`src/rtl/sysreg_intr_pkg.sv`:
```
// Shared state encoding, default timing and snapshot bundle for the BotSim -> KCPSM6 register path.
package sysreg_intr_pkg;

    localparam logic [1:0] IDLE_ENC = 2'd0;
    localparam logic [1:0] PEND_ENC = 2'd1;
    localparam logic [1:0] SVC_ENC  = 2'd2;
    localparam logic [1:0] HOLD_ENC = 2'd3;

    typedef enum logic [1:0] {
        ST_IDLE = IDLE_ENC,
        ST_PEND = PEND_ENC,
        ST_SVC  = SVC_ENC,
        ST_HOLD = HOLD_ENC
    } state_e;

    localparam int DEF_ACK_TIMEOUT    = 50000;
    localparam int DEF_HOLDOFF_CYCLES = 4;
    localparam int SNAP_W             = 48;

    typedef struct packed {
        logic [7:0] loc_x;
        logic [7:0] loc_y;
        logic [7:0] sensors;
        logic [7:0] bot_info;
        logic [7:0] lmdist;
        logic [7:0] rmdist;
    } snap_t;

endpackage

```
`src/rtl/sysreg_intr_ctrl_sat_counter8.sv`:
```
// 8-bit event counter that sticks at 255; clear beats increment.
module sat_counter8 (
    input  logic       clk_i,
    input  logic       rst_n_i,
    input  logic       clr_i,
    input  logic       inc_i,
    output logic [7:0] cnt_o
);
    logic [7:0] cnt_q, cnt_d;

    always_comb begin
        cnt_d = cnt_q;
        if (clr_i) begin
            cnt_d = '0;
        end else if (inc_i && (cnt_q != 8'hFF)) begin
            cnt_d = cnt_q + 8'd1;
        end
    end

    always_ff @(posedge clk_i) begin
        if (!rst_n_i) cnt_q <= '0;
        else          cnt_q <= cnt_d;
    end

    assign cnt_o = cnt_q;
endmodule

```
`src/rtl/sysreg_intr_ctrl.sv`:
```
// Freezes a coherent register snapshot per BotSim update and drives the KCPSM6 interrupt handshake.
// Updates arriving mid-service are staged (newest wins); ack timeouts and overruns are counted.
module sysreg_intr_ctrl
    import sysreg_intr_pkg::*;
#(
    parameter int ACK_TIMEOUT    = DEF_ACK_TIMEOUT,
    parameter int HOLDOFF_CYCLES = DEF_HOLDOFF_CYCLES,
    parameter int TMR_W          = 16
) (
    input  logic       clk,
    input  logic       reset,
    input  logic       enable,
    input  logic       upd_sysregs,
    input  logic [7:0] LocX,
    input  logic [7:0] LocY,
    input  logic [7:0] Sensors,
    input  logic [7:0] botInfo,
    input  logic [7:0] lmdist,
    input  logic [7:0] rmdist,
    output logic       interrupt,
    input  logic       interrupt_ack,
    input  logic       svc_done,
    input  logic       cnt_clr,
    output logic [7:0] snap_LocX,
    output logic [7:0] snap_LocY,
    output logic [7:0] snap_Sensors,
    output logic [7:0] snap_botInfo,
    output logic [7:0] snap_lmdist,
    output logic [7:0] snap_rmdist,
    output logic [7:0] overrun_cnt,
    output logic [7:0] timeout_cnt,
    output logic [1:0] state_o
);
    localparam logic [TMR_W-1:0] ACK_LAST  = TMR_W'(ACK_TIMEOUT - 1);
    localparam logic [TMR_W-1:0] HOLD_LAST = TMR_W'((HOLDOFF_CYCLES > 0) ? HOLDOFF_CYCLES - 1 : 0);

    state_e           state_q, state_d;
    logic             intr_q, intr_d;
    logic             pend_q, pend_d;
    logic [TMR_W-1:0] timer_q, timer_d;
    snap_t            snap_q, snap_d;
    snap_t            stage_q, stage_d;
    snap_t            live;
    logic             ovr_inc, tmo_inc;

    assign live = '{loc_x: LocX, loc_y: LocY, sensors: Sensors,
                    bot_info: botInfo, lmdist: lmdist, rmdist: rmdist};

    always_comb begin
        state_d = state_q;
        intr_d  = intr_q;
        pend_d  = pend_q;
        timer_d = timer_q;
        snap_d  = snap_q;
        stage_d = stage_q;
        ovr_inc = 1'b0;
        tmo_inc = 1'b0;

        case (state_q)
            ST_IDLE: begin
                // A fresh update supersedes anything still staged.
                if (enable && upd_sysregs) begin
                    snap_d  = live;
                    pend_d  = 1'b0;
                    ovr_inc = pend_q;
                    timer_d = '0;
                    intr_d  = 1'b1;
                    state_d = ST_PEND;
                end else if (enable && pend_q) begin
                    snap_d  = stage_q;
                    pend_d  = 1'b0;
                    timer_d = '0;
                    intr_d  = 1'b1;
                    state_d = ST_PEND;
                end
            end
            ST_PEND: begin
                if (interrupt_ack) begin
                    intr_d  = 1'b0;
                    state_d = ST_SVC;
                end else if (timer_q == ACK_LAST) begin
                    intr_d  = 1'b0;
                    tmo_inc = 1'b1;
                    state_d = ST_IDLE;
                end else begin
                    timer_d = timer_q + 1'b1;
                end
            end
            ST_SVC: begin
                intr_d = 1'b0;
                if (svc_done) begin
                    timer_d = '0;
                    if (HOLDOFF_CYCLES == 0) state_d = ST_IDLE;
                    else                     state_d = ST_HOLD;
                end
            end
            ST_HOLD: begin
                if (timer_q == HOLD_LAST) state_d = ST_IDLE;
                else                      timer_d = timer_q + 1'b1;
            end
            default: state_d = ST_IDLE;
        endcase

        if ((state_q != ST_IDLE) && enable && upd_sysregs) begin
            stage_d = live;
            pend_d  = 1'b1;
            ovr_inc = pend_q;
        end

        if (!enable) pend_d = 1'b0;
    end

    always_ff @(posedge clk) begin
        if (!reset) begin
            state_q <= ST_IDLE;
            intr_q  <= 1'b0;
            pend_q  <= 1'b0;
            timer_q <= '0;
            snap_q  <= '0;
            stage_q <= '0;
        end else begin
            state_q <= state_d;
            intr_q  <= intr_d;
            pend_q  <= pend_d;
            timer_q <= timer_d;
            snap_q  <= snap_d;
            stage_q <= stage_d;
        end
    end

    sat_counter8 u_overrun_cnt (
        .clk_i   (clk),
        .rst_n_i (reset),
        .clr_i   (cnt_clr),
        .inc_i   (ovr_inc),
        .cnt_o   (overrun_cnt)
    );

    sat_counter8 u_timeout_cnt (
        .clk_i   (clk),
        .rst_n_i (reset),
        .clr_i   (cnt_clr),
        .inc_i   (tmo_inc),
        .cnt_o   (timeout_cnt)
    );

    assign interrupt    = intr_q;
    assign state_o      = state_q;
    assign snap_LocX    = snap_q.loc_x;
    assign snap_LocY    = snap_q.loc_y;
    assign snap_Sensors = snap_q.sensors;
    assign snap_botInfo = snap_q.bot_info;
    assign snap_lmdist  = snap_q.lmdist;
    assign snap_rmdist  = snap_q.rmdist;
endmodule

```
`config.mk`:
```
export PLATFORM = sky130hd
export DESIGN_NAME = sysreg_intr_ctrl
export DESIGN_NICKNAME = d
export VERILOG_FILES = /design/src/rtl/sysreg_intr_pkg.sv /design/src/rtl/sysreg_intr_ctrl_sat_counter8.sv /design/src/rtl/sysreg_intr_ctrl.sv
export SDC_FILE = /design/constraint.sdc
export NUM_CORES = 1
export LEC_CHECK = 0
export ABC_AREA = 1
export CAP_MARGIN = 20
export CORE_MARGIN = 2
export CORE_UTILIZATION = 30
export DETAILED_ROUTE_END_ITERATION = 10
export PLACE_DENSITY = 0.51
export SYNTH_ARGS = -nofsm -noshare
export SYNTH_HDL_FRONTEND = slang
export SYNTH_SLANG_ARGS = --single-unit
```
`constraint.sdc`:
```
create_clock -name clk -period 2.6 [get_ports clk]
set_input_delay 0.78 -clock clk [delete_from_list [all_inputs] [get_ports clk]]
set_output_delay 0.78 -clock clk [all_outputs]
set_load 0.02 [all_outputs]
```
==> results.yml, run 1 <==
routing:
  dr.pass1.iters: 5
  routed-via-count: 5783
  drt-initial-drc-count: 331
  wl_mm: 17.1
  antenna_left: 0
  wl_per_cell_um: 14.1
  avgViaCountPerCell: 4.78
  route.detailed.drc: 0
final_layout:
  final_common_cell: "nand2_1"
  fin_nets: 995
  drive_gt1_frac: 0.0868
  final.fill_count: 2079
  diodes: 0
  area.growth.synth_to_final_pct: 33.9
  postLayoutCellArea_um2: 8060
  layout_common_cells: "200 x nand2_1, 132 x dfxtp_1, 118 x clkdlybuf4s50_1"
floorplan:
  start_util: 0.307
  pin_count: 122
  design.die.area_um2: 21200
  num_rows: 51
  die_w_um: 146
  dieHeight_um: 146
  core_um2: 19600
timing:
  max_freq_ghz: 0.434
  hold_viol_final: 0
  fin_crit_ns: 2.30
  finalClockSkew_ns: 0.0110
  finalCritPeriodShare: 0.886
  tns_ns: 0
  rsz0062_at_grt: "no"
  tightestPinTransition_ns: 0.610
  setup_viol: 0
  drv_slew: 0
  holdWs_ns: 0.470
  relSlewSlack: 0.592
  finalWorstSetupSlack_ns: 0.297
global_route:
  grt_pass1_wl_mm: 28.4
  grt_usage: 0.164
  grt_pass1_vias: 5413
  grt_max_degree: 97
  grt_overflow: 0
  antenna_found_initial: 0
synth:
  muxShareOfSynthArea: 0
  synth_xor_area_frac: 0.0204
  synth_compound_area_frac: 0.209
  syn_avg_cell_area_um2: 7.23
  synth.net_count: 896
  synthSimpleGateAreaFrac: 0.246
  synth-edff-count: 0
  synth-warning-count: 0
  yosysSeqAreaShare: 0.439
  synth.distinct_cells: 29
  synthCells: 833
  yosysTopAreaCellShare: 0.439
  synth-seq-cells: 132
  yosys-top-cells-area: "dfxtp_1 44%, nand2_1 12%, o21ai_0 8.6%"
  synth_top_family_by_area: "simple AND/OR/NAND/NOR gates"
  synthArstFlopShare: 0
  synth_flop_cell: "dfxtp_1"
  synth-adder-area-share: 0.0166
  yosys.area.top_type: "dfxtp_1"
  syn_area_um2: 6020
place:
  placed_area_um2: 7460
  pre_cts_ws_ns: 0.349
  hpwl_mm: 11.0
  portBuffers: 121
  gp_congestion: 0.802
power:
  ir_drop_mv: 0.494
  p_per_area_nw_per_um2: 824
  p_total_w: 0.00664
  p_leak_nw: 2.79
cts:
  worstSkewPairLatency_ns: 0.41
  cts_buffer_depth: 2
  cts_made_buffers: 17
  ctsHoldBuffers: 0
  ctsResizeCount: 0
  cts_tree: "built"
  cts-htree-levels: 4
  clk_pin_slew_ns: 0.06
  numClockSinks: 132
  root_buffer: "clkbuf_16"
  cts_setup_buffers: 0
critical_path:
  cp-end-kind: "output pin"
  worstPathMaxFanout: 6
  reg2reg_slack_ns: 0.69
  slowest_delay_ns: 0.67
  worstSetupStartpointType: "register"
  arrival_ns: 1.52
  r2r_cells: 8
  cp.required_ns: 1.82
  crit_buf_inv: 1
  r2r-start: "state_o[0]"
  crit_family: "buffers and inverters"
  crit_cells: 1
  r2r-end: "snap_botInfo[1]"
  crit_slowest_cell: "clkdlybuf4s50_1"
  path_cells: "clkdlybuf4s50_1"
  crit_type: "register to output pin"
min_path:
  hold_end: "snap_rmdist[3]"
  hold_path.class: "register to register"
  hold_depth: 2
  min-delay-start: "stage_q[3]"
flow_run:
  maxCapViolations: 0
run_status:
  status: "finished, final reports clean"
-- worst min-delay path, delay by kind of cell, from the launching register on --
kind               cells  cell delay (ns)
DFF                    1             0.31
AOI/OAI and AO/OA      1             0.07
and+or+nand+nor        1             0.06
-- kinds of logic after synthesis --
logic type | after synthesis
XOR/XNOR | 14
buffers and inverters | 96
adder cells (fa/ha/maj) | 8
AO/OA/AOI/OAI | 231
flip-flops | 132
AND/OR/NAND/NOR | 352
-- per-layer routing --
layer  part of all wire  global-route usage
met1               0.48               0.222
met2               0.46               0.257
met3              0.050              0.0451
met4             0.0080              0.0480
met5                  0                   0
-- sequential cells by signal, summed over array words and instances, names as in the netlist, 8 cells and up, named ones only --
| register | cells |
|---|---|
| snap_Sensors | 8 |
| snap_LocX | 8 |
| snap_LocY | 8 |
| timer_q | 16 |
| snap_botInfo | 8 |
| snap_rmdist | 8 |
| u_timeout_cnt.cnt_o | 8 |
| u_overrun_cnt.cnt_o | 8 |
| stage_q | 48 |
| snap_lmdist | 8 |
-- report_power, final --
| group | switching, W | internal, W |
|---|---|---|
| Clock | 0.000915 | 0.00152 |
| Combinational | 0.00110 | 0.000685 |
| Sequential | 0.000147 | 0.00227 |
-- layout make-up --
type	instances	area [um^2]	share of cell area
Clock buffer	22	484	0.0601
Timing Repair Buffer	137	1350	0.168
Clock inverter	10	121	0.0151
Tap cell	265	332	0.0411
Sequential cell	132	2640	0.328
Inverter	39	148	0.0183
Multi-Input combinational cell	605	2980	0.370
-- cell usage after synthesis, types with 6 or more instances --
cell type and count:
o21ai_0 103, buf_2 13, nand2_1 200, dfxtp_1 132, a21oi_1 65, nor2_2 6, clkbuf_1 33, nand3_1 61
xnor2_1 6, a21oi_2 8, xor2_1 8, nand4_1 13, a31oi_1 49, nor2_1 59, ha_1 8, inv_1 31
-- worst max-delay path by stage --
stage	to	slack [ns]	start
floorplan	timer_q[3]	0.83	upd_sysregs
global placement	timer_q[0]	0.34	svc_done
detailed placement	timer_q[0]	0.35	svc_done
CTS	state_o[0]	0.27	state_o[0]
global route	state_o[0]	0.18	state_o[0]
finish	state_o[0]	0.30	state_o[0]
-- stage by stage --
stage           util  cells
5_1_grt        0.412   1210
6_report       0.412   1210
3_5_place_dp   0.381   1178
2_1_floorplan      -    833
4_1_cts        0.412   1210
3_3_place_gp   0.381   1178
(Power assumes the default switching activity.)
==> run 2, diff against run 1 <==
--- a/config.mk
+++ b/config.mk
@@ -9,6 +9,7 @@
 export CAP_MARGIN = 20
 export CORE_MARGIN = 2
 export CORE_UTILIZATION = 30
+export CTS_CLUSTER_DIAMETER = 100
 export DETAILED_ROUTE_END_ITERATION = 10
 export PLACE_DENSITY = 0.51
 export SYNTH_ARGS = -nofsm -noshare
==> results of run 2 <==
No change in the layout: final DEF, timing and power equal those of run 1.
